<file path="src/rtl/mem_arbiter.sv">
// Arbiter that lets instruction fetch and data access share one single-port,
// variable-latency memory. A grant is held on the port until ack or timeout.
module mem_arbiter #(
  parameter int TIMEOUT = 255
) (
  input  logic        clk,
  input  logic        rst_n,
  input  logic        ireqF,
  input  logic [31:0] iaddrF,
  output logic [31:0] irdataF,
  output logic        ivalidF,
  input  logic        dreqM,
  input  logic        dweM,
  input  logic [31:0] daddrM,
  input  logic [31:0] dwdataM,
  output logic [31:0] drdataM,
  output logic        dvalidM,
  output logic        stallF,
  output logic        stallM,
  output logic        mem_en,
  output logic        mem_we,
  output logic [29:0] mem_addr,
  output logic [31:0] mem_wdata,
  input  logic [31:0] mem_rdata,
  input  logic        mem_ack,
  output logic        err
);

  localparam logic [1:0] IDLE  = 2'd0;
  localparam logic [1:0] IBUSY = 2'd1;
  localparam logic [1:0] DBUSY = 2'd2;

  localparam logic [15:0] TIMEOUT_W = 16'(TIMEOUT);

  logic [1:0]  state;
  logic        last_i;
  logic [15:0] cnt;
  logic [29:0] addr_q;
  logic        we_q;
  logic [31:0] wdata_q;

  logic ireq_eff;
  logic dreq_eff;
  logic grant_d;
  logic grant_i;
  logic done;
  logic timed_out;
  logic unused_addr_lsbs;

  // A forced completion returns zero instead of whatever sits on the bus.
  function automatic logic [31:0] sel_rdata(input logic ack, input logic [31:0] d);
    return ack ? d : 32'h0;
  endfunction

  assign unused_addr_lsbs = ^{iaddrF[1:0], daddrM[1:0]};

  assign ireq_eff  = ireqF & ~ivalidF;
  assign dreq_eff  = dreqM & ~dvalidM;
  // On a tie, the port that was not served last wins.
  assign grant_d   = dreq_eff & (~ireq_eff | last_i);
  assign grant_i   = ireq_eff & ~grant_d;
  assign done      = mem_ack | (cnt == TIMEOUT_W);
  assign timed_out = ~mem_ack & (cnt == TIMEOUT_W);

  assign stallF    = ireqF & ~ivalidF;
  assign stallM    = dreqM & ~dvalidM;
  assign mem_en    = (state != IDLE);
  assign mem_we    = we_q & (state == DBUSY);
  assign mem_addr  = addr_q;
  assign mem_wdata = wdata_q;

  always_ff @(posedge clk or negedge rst_n) begin
    if (!rst_n) begin
      state   <= IDLE;
      last_i  <= 1'b1;
      cnt     <= 16'd0;
      addr_q  <= 30'd0;
      we_q    <= 1'b0;
      wdata_q <= 32'd0;
      irdataF <= 32'd0;
      drdataM <= 32'd0;
      ivalidF <= 1'b0;
      dvalidM <= 1'b0;
      err     <= 1'b0;
    end else begin
      ivalidF <= 1'b0;
      dvalidM <= 1'b0;
      case (state)
        IDLE: begin
          if (grant_d) begin
            state   <= DBUSY;
            last_i  <= 1'b0;
            cnt     <= 16'd0;
            addr_q  <= daddrM[31:2];
            we_q    <= dweM;
            wdata_q <= dwdataM;
          end else if (grant_i) begin
            state  <= IBUSY;
            last_i <= 1'b1;
            cnt    <= 16'd0;
            addr_q <= iaddrF[31:2];
            we_q   <= 1'b0;
          end
        end
        IBUSY: begin
          if (done) begin
            state   <= IDLE;
            irdataF <= sel_rdata(mem_ack, mem_rdata);
            ivalidF <= 1'b1;
            if (timed_out) err <= 1'b1;
          end else begin
            cnt <= cnt + 16'd1;
          end
        end
        DBUSY: begin
          if (done) begin
            state   <= IDLE;
            dvalidM <= 1'b1;
            if (!we_q) drdataM <= sel_rdata(mem_ack, mem_rdata);
            if (timed_out) err <= 1'b1;
          end else begin
            cnt <= cnt + 16'd1;
          end
        end
        default: state <= IDLE;
      endcase
    end
  end

endmodule
</file>
<file path="config.mk">
export PLATFORM = sky130hd
export DESIGN_NAME = mem_arbiter
export DESIGN_NICKNAME = d
export VERILOG_FILES = /design/src/rtl/mem_arbiter.sv
export SDC_FILE = /design/constraint.sdc
export NUM_CORES = 1
export LEC_CHECK = 0
export CAP_MARGIN = 5
export CORE_ASPECT_RATIO = 0.6
export CORE_MARGIN = 1
export CORE_UTILIZATION = 35
export CTS_CLUSTER_SIZE = 30
export DETAILED_ROUTE_END_ITERATION = 16
export PLACE_DENSITY = 0.71
export SYNTH_ARGS = -nofsm -noshare
export SYNTH_HDL_FRONTEND = slang
export SYNTH_SLANG_ARGS = --single-unit
</file>
<file path="constraint.sdc">
create_clock -name clk -period 1.9 [get_ports clk]
set_input_delay 0.38 -clock clk [delete_from_list [all_inputs] [get_ports clk]]
set_output_delay 0.38 -clock clk [all_outputs]
set_load 0.05 [all_outputs]
</file>
-- Word-level counts from Yosys, hierarchy flattened
Index checks and enable logic that the tools add are counted.
- register bits: 149
- latch bits: 0
- memory bits (writable): 0
- memory bits (read-only): 0
- word-level logic and storage cells: 62
- memories: 0
- add/sub/neg operators: 1
- multiply operators: 0
- div/mod/pow operators: 0
- $lt $le $gt $ge: 0
- eq/ne operators: 6
- shifts and indexed selects: 0
- mux-type cells: 18
- bitwise operators: 14
- reductions and logical operators: 12
- operators by type and width (operator ; count):
    2-to-1 mux 30 bit ; 2
    2-to-1 mux 16 bit ; 3
    2-to-1 mux 32 bit ; 1
    one-hot mux 16 bit (2 select lines) ; 1
    adder 16 x 1 -> 16 bit (second input constant) ; 1
    == test 16 x 8 -> 1 bit (second input constant) ; 1
    AND reduction 3 bit ; 3
    AND reduction 2 bit ; 4
    2-to-1 mux 1 bit ; 7
    bitwise AND 1 bit ; 6
    2-to-1 mux 2 bit ; 3
    NOT 1 bit ; 6
    nonzero test 2 bit ; 3
    one-hot mux 2 bit (2 select lines) ; 1
    != test 3 bit (second input constant) ; 1
    == test 2 x 1 -> 1 bit (second input constant) ; 1
    == test 2 bit (second input constant) ; 1
    logical NOT 2 bit ; 1
    != test 2 x 1 -> 1 bit (second input constant) ; 1
    != test 2 bit (second input constant) ; 1
    bitwise OR 1 bit ; 2
    OR reduction 2 bit ; 1

-- Longest topological paths before layout
- word-level depth: 10
- depth in mapped cells: 8

-- Worst setup path before layout
OpenSTA, ideal clock, no wires.
- path kind: register to register
- start: register state[0]
- end: register wdata_q[10], in the netlist mem_wdata[10]
- arrival time: 1.947 ns
- path slack: -0.172 ns
- stages on the path, launching flop included: 7
- cells stage by stage: dfrtp_1 -> inv_1 -> ha_1 -> inv_1 -> nor3_2 -> buf_2 -> mux2_2
- cells in the longest elaborated chain, start to end: 2
- RTL lines (item ; line ; source):
    from (decl) ; 35 ; logic [1:0] state;
    from (signal assigned) ; 74 ; state <= IDLE;
    from (signal assigned) ; 91 ; state <= DBUSY;
    from (signal assigned) ; 98 ; state <= IBUSY;
    logical NOT 2 bit ; 88 ; case (state)
    AND reduction 2 bit (no source line) ; -- ;
    to (signal assigned) ; 96 ; wdata_q <= dwdataM;
    to (decl) ; 40 ; logic [31:0] wdata_q;
Every way passes these cells.
A chain may end at the register's enable or synchronous reset.

-- Worst setup path in the final report
- start: register cnt[0]
- end: register cnt[10]
- cells in the longest elaborated chain, start to end: 4
- elaborated cells on any way between the ends: 7
- RTL lines (item ; line ; source):
    from (decl) ; 37 ; logic [15:0] cnt;
    from (signal assigned) ; 112 ; cnt <= cnt + 16'd1;
    from (signal assigned) ; 122 ; cnt <= cnt + 16'd1;
    branches (longest 4 deep; another with adder 16 x 1 -> 16 bit) ; -- ;
Parallel ways; which one is timed is not known. The select of a mux whose other input is x is not followed.

==> flow_summary.yaml <==
synthesis:
  syn-cell-area_um2: 6070
  yosysTopAreaCell: "dfrtp_1"
  synth.avg_cell_area_um2: 12.6
  yosys.area.top_type_share: 0.610
  yosys_warnings: 0
  synth_area_leaders: "dfrtp_1 61%, a22o_1 9.4%, mux2_2 6.1%, mux2i_1 4.9%, o21ai_0 3.7%"
  ys_seq_area_frac: 0.615
  synthDistinctLibCells: 37
  ys_ff_latch: 149
  syn-instance-count: 480
  syn-num-nets: 618
placement:
  gp_congestion: 0.814
  post-place-ws_ns: -0.185
  dp_hpwl_um: 13000
  placed_area_um2: 9170
  io_buffers: 262
cts:
  cts_made_buffers: 17
  cts_root_buf: "clkbuf_16"
  clkTransAtPathRegs_ns: 0.06
  cts.htree.levels: 4
  clk-insertion-delay-late_ns: 0.41
  clock-sinks: 149
  cts_tree: "built"
  clockBufferDepth: 2
pwr:
  power_density_nw_per_um2: 1950
  power_w: 0.0189
  ir_worst_vdd_mv: 1.08
  power_leakage_nw: 4.55
sta:
  relSlewSlack: 0.642
  max_freq_mhz: 545
  setup_violations: 0
  drv_slew: 0
  fin_crit_sh: 0.966
  worstMarginPinSlew_ns: 0.539
  fin_ws_ns: 0.0640
  hold_viol_final: 0
  finClkSkew_ns: 0.00752
  min_period_ns: 1.84
routing:
  vias_per_cell: 4.97
  dr.pass1.iters: 6
  wl_um: 17800
  drcViolationCount: 0
  drt_iter0_drc: 220
  vias: 5043
  ant_nets: 0
  post_drt_wl_per_cell_um: 17.6
critical_path:
  cp.required_ns: 2.24
  max_stage_delay_ns: 0.49
  crit_path_cell_trace: "ha_2 -> and3_4 -> a41oi_4 -> nand2_2 -> or4_1 -> nand3_1"
  reg2reg_setup_slack_ns: 0.06
  rr_endpoint: "cnt[10]$_DFFE_PN0P_"
  worstPathMaxFanout: 5
  cp_slowest_cell: "or4_1"
  endpoint_kind: "flop"
  reg2reg_from: "cnt[0]$_DFFE_PN0P_"
  path_delay_family: "simple AND/OR/NAND/NOR gates"
  start_kind: "flop"
  reg2reg_depth: 6
  critPathBufInv: 0
  arrival_ns: 2.18
  critical_path_class: "flop to flop"
final_layout:
  fill_cells: 1422
  final_nets: 910
  fin_util: 0.585
  final_common_cell: "dfrtp_1"
  drive_gt1_frac: 0.264
  layout_common_cells: "146 x dfrtp_1, 128 x clkdlybuf4s50_1, 102 x buf_4"
  syn_to_final_growth_pct: 59.8
  finalInstanceArea_um2: 9700
floorplan:
  fp.dieArea_um2: 17900
  start_util: 0.366
  core_area_um2: 16600
  rows: 36
  die_w_um: 172
  die_h_um: 104
  pin_count: 267
global_route:
  grt_max_degree: 46
  grt_pass1_wl_um: 28200
  antenna_found_initial: 1
  grt_overflow: 0
  grt_pass1_vias: 5280
  grt.total_usage: 0.204
job:
  cap_viol_max_count: 0
run_status:
  status: "completed"
worst_hold_path:
  worstHoldPathType: "input pin to asynchronous set/reset pin"
cells in the mapped netlist (all sizes together):
cell type / count
dfstp: 1
mux2i: 30
o21a: 2
and3: 5
a21o: 1
inv: 8
dfrtp: 148
nand2: 41
and4: 2
or4: 2
buf: 14
a21boi: 1
nand3: 13
nand2b: 3
a211o: 2
a31oi: 3
a41oi: 1
nand4: 4
o21ai: 48
nor2b: 1
o41ai: 1
nor2: 7
ha: 4
o31ai: 7
nor4: 3
nor3: 2
clkbuf: 19
a22o: 65
mux2: 33
and2: 6
a21oi: 3
layout make-up:
cell class | instances | area, µm² | area share
repair buffers | 306 | 2890 | 0.298
flip-flops and latches | 149 | 3730 | 0.385
well taps | 228 | 285 | 0.0294
multi-input cells | 290 | 2220 | 0.229
clock inverters | 14 | 103 | 0.0106
clock buffers | 18 | 439 | 0.0453
diodes | 1 | 2.50 | 0.000258
inverters | 8 | 33.8 | 0.00348
stage by stage:
stage | TNS (ns) | std cells | hold WS, ns
finish | 0 | 1014 | 0.459
global route | -0.00136 | 1014 | 0.499
CTS | 0 | 1011 | 0.459
detailed placement | -10.78 | 976 | 0.345
global placement | -9.72 | 976 | 0.335
floorplan | 0 | 480 | 0.0844
state kept, by name, summed over array words and instances, names as in the netlist:
signal     cells
drdataM       32
irdataF       32
mem_wdata     32
mem_addr      30
cnt           16
state          2
dvalidM        1
err            1
ivalidF        1
last_i         1
we_q           1
repair_timing:
action                     in CTS  in global routing
pin swaps                       0                  2
gates resized for setup        59                  6
setup endpoints to repair      61                  7
hold endpoints to repair       38                  0
hold buffers                    1                  0
buffers inserted                2                  2
gates cloned                    0                  0
how the worst max path moves through the flow:
stage / startpoint / to / cells after the start
final: cnt[0]$_DFFE_PN0P_ / cnt[10]$_DFFE_PN0P_ / 6
after CTS: state[1]$_DFFE_PN0P_ / cnt[10]$_DFFE_PN0P_ / 7
after detailed placement: ireqF / mem_addr[25]$_DFFE_PN0P_ / 7
after floorplan: state[1]$_DFFE_PN0P_ / cnt[14]$_DFFE_PN0P_ / 8
after global placement: dreqM / mem_wdata[13]$_DFFE_PN0P_ / 6
after global routing: cnt[1]$_DFFE_PN0P_ / cnt[10]$_DFFE_PN0P_ / 6
per-layer routing:
metal	vias up	part of all wire	global-route usage
met5	-	0	0
met4	0	0.016	0.0664
met3	21	0.10	0.0883
met2	205	0.45	0.321
met1	2470	0.43	0.251
li1	2347	-	-
where the power goes:
| group | internal (W) | switching [W] | total, W |
|---|---|---|---|
| Clock | 0.00172 | 0.00139 | 0.00310 |
| Combinational | 0.00352 | 0.00699 | 0.0105 |
| Sequential | 0.00455 | 0.000771 | 0.00532 |
cells by family after synthesis:
| logic type | count (synthesis) | synth area share |
|---|---|---|
| DFF | 149 | 0.615 |
| and+or+nand+nor | 89 | 0.0738 |
| adders and majority gates | 4 | 0.00825 |
| buffers and inverters | 41 | 0.0303 |
| AOI/OAI and AO/OA | 134 | 0.162 |
| muxes | 63 | 0.111 |
Power figures use the tool's default switching activity.
